==> src/rtl/lcd12864_pkg.sv <==
// Shared definitions for the ST7920 (LCD12864) GDRAM writer.
//   state_t      : controller FSM states
//   CMD_* / ADDR : ST7920 instruction bytes used by the writer
//   init_cmd()   : byte sent in each of the four init command slots
package lcd12864_pkg;

  typedef enum logic [3:0] {
    ST_PWR,    // power-on settle delay
    ST_INIT,   // four init command slots
    ST_CLRW,   // settle delay after display clear
    ST_GON,    // graphic display on
    ST_IDLE,   // waiting for a frame request
    ST_VADDR,  // vertical GDRAM address command
    ST_HADDR,  // horizontal GDRAM address command
    ST_DATA,   // one row of data bytes
    ST_FIN     // frame complete, done pulse
  } state_t;

  localparam logic [7:0] CMD_BASIC_8BIT = 8'h30;
  localparam logic [7:0] CMD_DISP_ON    = 8'h0C;
  localparam logic [7:0] CMD_CLEAR      = 8'h01;
  localparam logic [7:0] CMD_EXT        = 8'h34;
  localparam logic [7:0] CMD_GFX_ON     = 8'h36;
  localparam logic [7:0] ADDR_BASE      = 8'h80;

  function automatic logic [7:0] init_cmd(input logic [1:0] idx);
    logic [7:0] cmd;
    case (idx)
      2'd0:    cmd = CMD_BASIC_8BIT;
      2'd1:    cmd = CMD_DISP_ON;
      2'd2:    cmd = CMD_CLEAR;
      default: cmd = CMD_EXT;
    endcase
    return cmd;
  endfunction

endpackage

==> src/rtl/lcd_bus_slot.sv <==
// One LCD parallel-bus transaction ("slot") of SLOT_CYC clocks.
//   clk, rst : clock, asynchronous active-high reset
//   go       : start a slot (accepted only while ready)
//   rs_in    : register-select for the slot, captured when go is accepted
//   dat_in   : bus byte, captured at slot cycle 1
//   ready    : slot can accept go (idle, or in its final cycle)
//   idle     : no slot in progress
//   lcd_rs, lcd_en, lcd_dat : LCD pins
module lcd_bus_slot #(
  parameter int SLOT_CYC = 32,
  parameter int EN_HI    = 12
) (
  input  logic       clk,
  input  logic       rst,
  input  logic       go,
  input  logic       rs_in,
  input  logic [7:0] dat_in,
  output logic       ready,
  output logic       idle,
  output logic       lcd_rs,
  output logic       lcd_en,
  output logic [7:0] lcd_dat
);

  localparam int CW = $clog2(SLOT_CYC);

  logic [CW-1:0] cnt_reg;
  logic          active_reg;
  logic [CW:0]   cnt_inc;
  logic          last_cyc;
  logic          en_next;

  assign last_cyc = (cnt_reg == CW'(SLOT_CYC - 1));
  assign ready    = !active_reg || last_cyc;
  assign idle     = !active_reg;
  assign cnt_inc  = {1'b0, cnt_reg} + 1'b1;
  // lcd_en is registered, so decide it from the cycle index about to start.
  assign en_next  = (cnt_inc >= (CW+1)'(2)) && (cnt_inc < (CW+1)'(2 + EN_HI));

  always_ff @(posedge clk or posedge rst) begin
    if (rst) begin
      cnt_reg    <= '0;
      active_reg <= 1'b0;
      lcd_rs     <= 1'b0;
      lcd_en     <= 1'b0;
      lcd_dat    <= 8'h00;
    end else if (go && ready) begin
      // Back-to-back slots start right after the previous slot's last cycle.
      cnt_reg    <= '0;
      active_reg <= 1'b1;
      lcd_rs     <= rs_in;
      lcd_en     <= 1'b0;
    end else if (active_reg) begin
      if (last_cyc) begin
        active_reg <= 1'b0;
        lcd_en     <= 1'b0;
      end else begin
        cnt_reg <= cnt_inc[CW-1:0];
        lcd_en  <= en_next;
      end
      // The framebuffer answers one clock after the address (set at cycle 0),
      // so the bus byte is sampled during cycle 1, well ahead of lcd_en.
      if (cnt_reg == CW'(1)) begin
        lcd_dat <= dat_in;
      end
    end
  end

endmodule

==> src/rtl/st7920_gdram_writer.sv <==
// ST7920 graphic-mode controller: runs the power-up init once per reset, then
// on each accepted start streams ROWS x WORDS x 2 bytes into GDRAM.
//   clk, rst     : clock, asynchronous active-high reset
//   start        : frame request, honoured only when idle
//   fill_en      : captured at start; 1 = send fill_byte, 0 = read framebuffer
//   fill_byte    : constant data for fill mode
//   busy, done   : handshake (done is a one-cycle pulse at frame end)
//   fb_addr      : framebuffer byte address; fb_data returns one clock later
//   lcd_rs, lcd_rw, lcd_en, lcd_dat : LCD parallel bus
module st7920_gdram_writer
  import lcd12864_pkg::*;
#(
  parameter int SLOT_CYC = 32,
  parameter int EN_HI    = 12,
  parameter int ROWS     = 32,
  parameter int WORDS    = 16,
  parameter int PWR_WAIT = 2000000,
  parameter int CLR_WAIT = 80000,
  parameter int AW       = $clog2(ROWS * WORDS * 2)
) (
  input  logic          clk,
  input  logic          rst,
  input  logic          start,
  input  logic          fill_en,
  input  logic [7:0]    fill_byte,
  output logic          busy,
  output logic          done,
  output logic [AW-1:0] fb_addr,
  input  logic [7:0]    fb_data,
  output logic          lcd_rs,
  output logic          lcd_rw,
  output logic          lcd_en,
  output logic [7:0]    lcd_dat
);

  localparam int BPR = 2 * WORDS;
  localparam int BW  = $clog2(BPR);
  localparam int YW  = (ROWS > 1) ? $clog2(ROWS) : 1;

  state_t          state_reg, state_next;
  logic [31:0]     wait_reg;
  logic [1:0]      idx_reg;
  logic [YW-1:0]   y_reg;
  logic [BW-1:0]   b_reg;
  logic [AW-1:0]   ptr_reg;
  logic [AW-1:0]   fb_addr_reg;
  logic            fill_en_reg;
  logic [7:0]      fill_byte_reg;
  logic [7:0]      cmd_reg;
  logic            data_slot_reg;
  logic            init_done_reg;

  logic            go;
  logic            go_rs;
  logic [7:0]      go_cmd;
  logic            slot_ready;
  logic            slot_idle;
  logic [7:0]      slot_dat;
  logic            last_byte;
  logic            last_row;
  logic            start_ok;

  assign last_byte = (b_reg == BW'(BPR - 1));
  assign last_row  = (y_reg == YW'(ROWS - 1));
  assign start_ok  = start && init_done_reg;

  // State register
  always_ff @(posedge clk or posedge rst) begin
    if (rst) begin
      state_reg <= ST_PWR;
    end else begin
      state_reg <= state_next;
    end
  end

  // Next-state logic
  always_comb begin
    state_next = state_reg;
    case (state_reg)
      ST_PWR:   if (wait_reg == 32'(PWR_WAIT - 1)) state_next = ST_INIT;
      ST_INIT: begin
        if (go) begin
          if (idx_reg == 2'd2)      state_next = ST_CLRW;
          else if (idx_reg == 2'd3) state_next = ST_GON;
        end
      end
      // The clear delay counts only once the clear slot has fully finished.
      ST_CLRW:  if (slot_idle && wait_reg == 32'(CLR_WAIT - 1)) state_next = ST_INIT;
      ST_GON:   if (go) state_next = ST_IDLE;
      ST_IDLE:  if (start_ok) state_next = ST_VADDR;
      ST_VADDR: if (go) state_next = ST_HADDR;
      ST_HADDR: if (go) state_next = ST_DATA;
      ST_DATA: begin
        if (go && last_byte) state_next = last_row ? ST_FIN : ST_VADDR;
      end
      ST_FIN:   if (slot_ready) state_next = ST_IDLE;
      default:  state_next = ST_PWR;
    endcase
  end

  // Output logic
  always_comb begin
    go     = 1'b0;
    go_rs  = 1'b0;
    go_cmd = 8'h00;
    busy   = 1'b1;
    done   = 1'b0;
    case (state_reg)
      ST_INIT: begin
        go     = slot_ready;
        go_cmd = init_cmd(idx_reg);
      end
      ST_GON: begin
        go     = slot_ready;
        go_cmd = CMD_GFX_ON;
      end
      ST_IDLE:  busy = 1'b0;
      ST_VADDR: begin
        go     = slot_ready;
        go_cmd = ADDR_BASE | 8'(y_reg);
      end
      ST_HADDR: begin
        go     = slot_ready;
        go_cmd = ADDR_BASE;
      end
      ST_DATA: begin
        go    = slot_ready;
        go_rs = 1'b1;
      end
      // done fires in the last cycle of the final data slot.
      ST_FIN: begin
        done = slot_ready;
        busy = !slot_ready;
      end
      default: ;
    endcase
  end

  // Counters and captured frame settings
  always_ff @(posedge clk or posedge rst) begin
    if (rst) begin
      wait_reg      <= '0;
      idx_reg       <= '0;
      y_reg         <= '0;
      b_reg         <= '0;
      ptr_reg       <= '0;
      fb_addr_reg   <= '0;
      fill_en_reg   <= 1'b0;
      fill_byte_reg <= 8'h00;
      cmd_reg       <= 8'h00;
      data_slot_reg <= 1'b0;
      init_done_reg <= 1'b0;
    end else begin
      if (state_reg != state_next) begin
        wait_reg <= '0;
      end else if (state_reg == ST_PWR || (state_reg == ST_CLRW && slot_idle)) begin
        wait_reg <= wait_reg + 32'd1;
      end

      if (go) begin
        cmd_reg       <= go_cmd;
        data_slot_reg <= go_rs;
      end

      case (state_reg)
        ST_INIT: if (go) idx_reg <= idx_reg + 2'd1;
        ST_GON:  if (go) init_done_reg <= 1'b1;
        ST_IDLE: begin
          if (start_ok) begin
            fill_en_reg   <= fill_en;
            fill_byte_reg <= fill_byte;
            y_reg         <= '0;
            b_reg         <= '0;
            ptr_reg       <= '0;
          end
        end
        ST_DATA: begin
          if (go) begin
            // Rows are contiguous in the framebuffer, so a linear pointer
            // equals y*2*WORDS + b without a multiplier.
            fb_addr_reg <= ptr_reg;
            ptr_reg     <= ptr_reg + 1'b1;
            if (last_byte) begin
              b_reg <= '0;
              if (!last_row) y_reg <= y_reg + 1'b1;
            end else begin
              b_reg <= b_reg + 1'b1;
            end
          end
        end
        ST_FIN: if (slot_ready) y_reg <= '0;
        default: ;
      endcase
    end
  end

  assign slot_dat = data_slot_reg ? (fill_en_reg ? fill_byte_reg : fb_data) : cmd_reg;
  assign fb_addr  = fb_addr_reg;
  assign lcd_rw   = 1'b0;

  lcd_bus_slot #(
    .SLOT_CYC (SLOT_CYC),
    .EN_HI    (EN_HI)
  ) u_slot (
    .clk     (clk),
    .rst     (rst),
    .go      (go),
    .rs_in   (go_rs),
    .dat_in  (slot_dat),
    .ready   (slot_ready),
    .idle    (slot_idle),
    .lcd_rs  (lcd_rs),
    .lcd_en  (lcd_en),
    .lcd_dat (lcd_dat)
  );

endmodule

==> config.mk <==
export PLATFORM = sky130hd
export DESIGN_NAME = st7920_gdram_writer
export DESIGN_NICKNAME = d
export VERILOG_FILES = /design/src/rtl/lcd12864_pkg.sv /design/src/rtl/lcd_bus_slot.sv /design/src/rtl/st7920_gdram_writer.sv
export SDC_FILE = /design/constraint.sdc
export NUM_CORES = 1
export LEC_CHECK = 0
export CORE_AREA = 2 2 121 123
export DETAILED_ROUTE_END_ITERATION = 7
export DIE_AREA = 0 0 123 125
export HOLD_SLACK_MARGIN = 0.15
export SETUP_SLACK_MARGIN = 0.2
export SYNTH_ARGS = -nofsm -noshare
export SYNTH_HDL_FRONTEND = slang
export SYNTH_SLANG_ARGS = --single-unit
==> constraint.sdc <==
create_clock -name clk -period 3.6 [get_ports clk]
set_input_delay 0.72 -clock clk [delete_from_list [all_inputs] [get_ports clk]]
set_output_delay 0.72 -clock clk [all_outputs]
set_load 0.01 [all_outputs]
* Yosys cells after proc, flatten, opt, wreduce, memory -nomap -nowiden *
Index checks and enable logic that the tools add are counted.

storage, ports and cells
  register bits after elaboration = 103
  output and inout port bits = 23
  bits of input ports = 20

operators by class
  multiplexer cells = 44
  bitwise logic cells = 1
  equal/unequal tests = 24
  add/sub/neg operators = 6
  $lt $le $gt $ge = 2
  reductions and logical operators = 25

operators with widths
  kind                                                                                 count
  32-bit 2-to-1 mux                                                                    2
  5-bit 2-to-1 mux                                                                     10
  4-bit 2-to-1 mux                                                                     12
  4-bit case mux with 9 select lines                                                   1
  32-bit by 1-bit adder with 32-bit output, second input constant                      1
  32-bit by 17-bit == test with 1-bit output, second input constant                    1
  32-bit by 21-bit == test with 1-bit output, second input constant                    1
  8-bit case mux with 4 select lines                                                   1
  10-bit 2-to-1 mux                                                                    2
  10-bit case mux with 2 select lines                                                  1
  6-bit case mux with 3 select lines                                                   1
  4-bit by 3-bit == test with 1-bit output, second input constant                      4
  8-bit 2-to-1 mux                                                                     2
  5-bit == test, second input constant                                                 3
  5-bit case mux with 3 select lines                                                   1
  2-bit inequality test, second input constant                                         6
  10-bit by 1-bit adder with 10-bit output, second input constant                      1
  5-bit by 1-bit adder with 5-bit output, second input constant                        2
  5-bit case mux with 2 select lines                                                   1
  2-bit AND reduction                                                                  5
  1-bit 2-to-1 mux                                                                     9
  4-bit by 2-bit == test with 1-bit output, second input constant                      2
  5-bit by 1-bit adder with 6-bit output, second input constant                        1
  6-bit by 2-bit greater-or-equal comparator with 1-bit output, second input constant  1
  20 further kinds                                                                     31

* Longest topological paths before layout *
  depth after elaboration = 8
  depth in mapped cells = 10

* Cells and area by module *
Synthesis repeated with hierarchy kept, for this count alone.

second synthesis, totals
  cells, all modules = 576
  area, all modules = 5661.7 um^2

by module, submodules not included
  module               sequential area each (um^2)  cells each  times used  area an instance (um^2)
  st7920_gdram_writer  2152.1                       506         1           4855.9
  lcd_bus_slot         400.4                        70          1           805.8

* Worst setup path before layout *
Ideal clock, no wire load.

  path type = reg-to-reg
  start point = register u_slot.cnt_reg[0]
  end point = register wait_reg[0]
  cell stages (with the launch flop) = 11
  data arrival time = 2620 ps
  library setup time = 87 ps
  path buffers = 2
  slack = 893 ps
  cell sequence = dfrtp_1 -> ha_1 -> and3_1 -> ha_1 -> and2b_1 -> o32ai_1 -> a2111o_1 -> or3_1 -> buf_2 -> buf_6 -> a211oi_2

on the way
  cells in the longest elaborated chain, start to end = 8
  elaborated cells between the ends (all ways) = 14
  those cells by class = 2 x eq/ne; 9 x mux; 3 x reduce/logical

RTL lines
  what                                                     line                        text
  start, declared                                          lcd_bus_slot.sv:27          logic [CW-1:0] cnt_reg;
  start signal, assigned                                   lcd_bus_slot.sv:58          cnt_reg <= cnt_inc[CW-1:0];
  5-bit == test *                                          lcd_bus_slot.sv:33          assign last_cyc = (cnt_reg == CW'(SLOT_CYC - 1));
  1-bit logical OR *                                       lcd_bus_slot.sv:34          assign ready = !active_reg || last_cyc;
  1-bit 2-to-1 mux                                         st7920_gdram_writer.sv:108  case (state_reg)
  1-bit logical AND                                        st7920_gdram_writer.sv:94   if (go && last_byte) state_next = last_row ? ST_FIN : ST_VADDR;
  4-bit 2-to-1 mux                                         st7920_gdram_writer.sv:94
  4-bit case mux with 9 select lines *                     st7920_gdram_writer.sv:79   case (state_reg)
  4-bit inequality test *                                  st7920_gdram_writer.sv:154  if (state_reg != state_next) begin
  32-bit 2-to-1 mux or 2-bit nonzero test (tied branches)  n/a
  end signal, assigned                                     st7920_gdram_writer.sv:157  wait_reg <= wait_reg + 32'd1;
  end, declared                                            st7920_gdram_writer.sv:41   logic [31:0] wait_reg;

Mark *: on every way between the ends. The rest lies on a longest branch, timed or not.
A chain may end at the register's enable or synchronous reset.

* Worst setup path after layout *
  start point = register u_slot.cnt_reg[1]
  end point = output done

on the way
  cells in the longest elaborated chain, start to end = 3

RTL lines
  what              line                        text
  5-bit == test     lcd_bus_slot.sv:33
  1-bit logical OR  lcd_bus_slot.sv:34
  1-bit 2-to-1 mux  st7920_gdram_writer.sv:108
  end, declared     st7920_gdram_writer.sv:27   output logic done,

No other way between the ends.

==> metrics.txt <==
status=finished, final reports clean; via count=4299; I/O pin total=43; Hold Vio Cnt, Final=0; Primary FF master, synth=dfrtp_1; cts bufs inserted=9; Largest stage delay, worst path=0.59 ns; setup TNS=0 ns; clk_skew=0.01062 ns; type of the worst setup path=reg2out; EDFF count, synth=0; crit path cell chain=ha_4 -> and3_1 -> ha_1 -> and2b_2 -> nor2_1 -> clkdlybuf4s50_1; # fillers=1320; hold bufs inserted after CTS=0; CP endpoint kind=output pin; PortBufs=41; H-Tree Depth=3; Worst path top cell family by delay=simple AND/OR/NAND/NOR gates; later-pin clock latency in the skew report=0.35 ns; share of cells above drive strength 1=15.67%; Iter 0 DRT Violations=248; Area contributors post-synth=dfrtp_1 45%, a211oi_2 6.7%, xor2_1 4.7%, nand2_1 4.4%, mux2_2 3.6%; Post-synth ARST share=100.0%; Die H=125 um; Final Max Slew Viols=0; # clock sinks=101; TritonCTS clock tree=yes; Buffers & Inverters on Critical Path=1; Starting Density=39.20%; Area growth, synth to finish=16.72%; Synth warnings=0; CP Data Required Time=2.88 ns; area leader, netlist=dfrtp_1; NumNets Final=615; Worst-Margin Slew=0.8478 ns; max-cap check violation count=0; Root Buffer=clkbuf_16; flip-flop and latch area=0.002527 mm^2; Worst VDD drop=0.2168 mV; Via density=5.576; post-synthesis sequential area ratio=45.39%; most frequent cells in the layout=101 x dfrtp_1, 66 x nand2_1, 40 x clkdlybuf4s50_1; Lkg Pwr=2.797 nW; largest net degree at the start of global routing=53; Worst-path clk slew=0.08 ns; first-pass GRT wire length=20950 um; commonest non-fill, non-tap cell in the layout=dfrtp_1; global route overflow=0; DRC Markers=0; critical path arrival=2.43 ns; dpl hpwl=7981 um; worst hold path class=reg2reg; num rows=44; die area=0.01538 mm^2; total core area=0.01420 mm^2; number of flip-flops in the largest register=32; post-route ant nets=0; Yosys reg bits=101; Syn Nets=586; multi-input logic area=0.002841 mm^2; # setup viols final=0; initial antenna violation count=0; Slowest cell on crit path=clkdlybuf4s50_1; crit path launch type=flop; share of the synthesized area in the top cell type=45.39%; min cycle time layout=3.146 ns; Mean Syn Cell Area=10.07 um^2; Period Utilization, post-route=87.40%; synthesized instance count=553; final wirelength=11970 um; crit-path max FO=7; Finished Core Util=45.75%; synthesized area=0.005568 mm^2; drt first pass iters=4; Distinct cells, synth=59; Relative slew margins=43.17%; RSZ-0062 raised after global routing=no; vias in the first global route=4401; die extent in x=123 um; smallest hold slack=0.4528 ns; Max clock buf depth=2; ANT cells=0; GPL Wtd Cong=0.8353; Max Clk Rate=317.8 MHz; Power Density=329.5 mW/mm^2; drt wl/cell=15.52 um; gr usage total=16.60%
-- worst register-to-register path: stages, from the launching register on --
cell and delay, ns:
dfrtp_1 0.43, ha_4 0.20, and3_1 0.18, ha_1 0.22, and2b_2 0.31, o32ai_1 0.11
a2111o_1 0.49, or3_1 0.37, buf_4 0.30, a211oi_1 0.30
-- timing repair --
item	in CTS	in global routing
setup endpoints to repair	1	1
setup buffers	1	0
gates resized for setup	4	1
gates cloned	0	0
-- final timing paths --
check                      slack, ns                      endpoint                           from  cells past startpoint
max                             0.45                          done  u_slot.cnt_reg[1]$_DFFE_PP0P_                      6
min                             0.45     init_done_reg$_DFFE_PP0P_      init_done_reg$_DFFE_PP0P_                      1
min reg2reg                     0.45     init_done_reg$_DFFE_PP0P_      init_done_reg$_DFFE_PP0P_                      1
max in group asynchronous       2.07  fill_byte_reg[0]$_DFFE_PP0P_                            rst                      3
max reg2reg                     0.59      wait_reg[29]$_DFFE_PP0P_  u_slot.cnt_reg[1]$_DFFE_PP0P_                      9
min in group asynchronous       0.83       wait_reg[2]$_DFFE_PP0P_                            rst                      2
-- power by group --
part / total, mW / internal (mW) / switching (mW)
sequential: 1.13 / 1.13 / 0
combinational: 0.0490 / 0.0220 / 0.0270
clock: 0.959 / 0.499 / 0.459
total: 2.14 / 1.65 / 0.486
-- stage by stage --
step | area, um^2 | instances | total power, mW | setup slack (ns)
after global routing | 6499 | 771 | 2.228 | 0.3274
after detailed placement | 6178 | 754 | 1.207 | 0.4438
after global placement | 6178 | 754 | 1.206 | 0.5094
final | 6499 | 771 | 2.141 | 0.4535
after CTS | 6496 | 771 | 2.174 | 0.2400
after floorplan | 5568 | 553 | 1.177 | 0.2329
-- Yosys cell counts, types with 3 or more instances --
cell type / number
nor4_1: 5
a21oi_1: 13
o21ai_0: 36
nand2_1: 66
buf_6: 3
mux2_2: 18
xor2_1: 30
a211oi_1: 4
nand4_1: 20
or3_1: 4
mux2i_1: 11
nor2_1: 31
dfrtp_1: 101
xnor2_1: 6
a31oi_1: 5
and4_1: 4
inv_1: 12
a211oi_2: 30
buf_2: 12
a22o_1: 5
nand4b_1: 3
nor2b_1: 3
clkbuf_1: 19
nor4b_1: 7
nand3_1: 22
nor3_1: 6
ha_1: 13
and3_1: 15
nand2b_1: 5
-- cell families after synthesis --
| family | Yosys count | synth area share [%] |
|---|---|---|
| multiplexers | 29 | 5.618 |
| flip-flops | 101 | 45.39 |
| AND/OR/NAND/NOR | 208 | 19.78 |
| other | 1 | 0.06735 |
| AO/OA/AOI/OAI | 114 | 16.25 |
| buffers and inverters | 51 | 4.315 |
| XOR/XNOR | 36 | 5.663 |
| adder cells (fa/ha/maj) | 13 | 2.921 |
-- cell type report --
type	count	share of cell area [%]
Clock inverter	6	0.8471
Multi-Input combinational cell	401	43.72
Tap cell	184	3.543
Inverter	12	0.7316
Sequential cell	101	38.89
Clock buffer	10	3.677
Timing Repair Buffer	57	8.587
-- per-layer routing --
layer / wire, um / track usage (%) / share of wire (%) / vias to the layer above
met4: 167 / 5.749 / 1.4 / 0
met2: 5597 / 26.23 / 47 / 70
li1: - / - / - / 2067
met1: 5772 / 23.11 / 48 / 2149
met3: 431 / 2.646 / 3.6 / 13
met5: 0 / 0 / 0 / -
(Power assumes the default switching activity.)
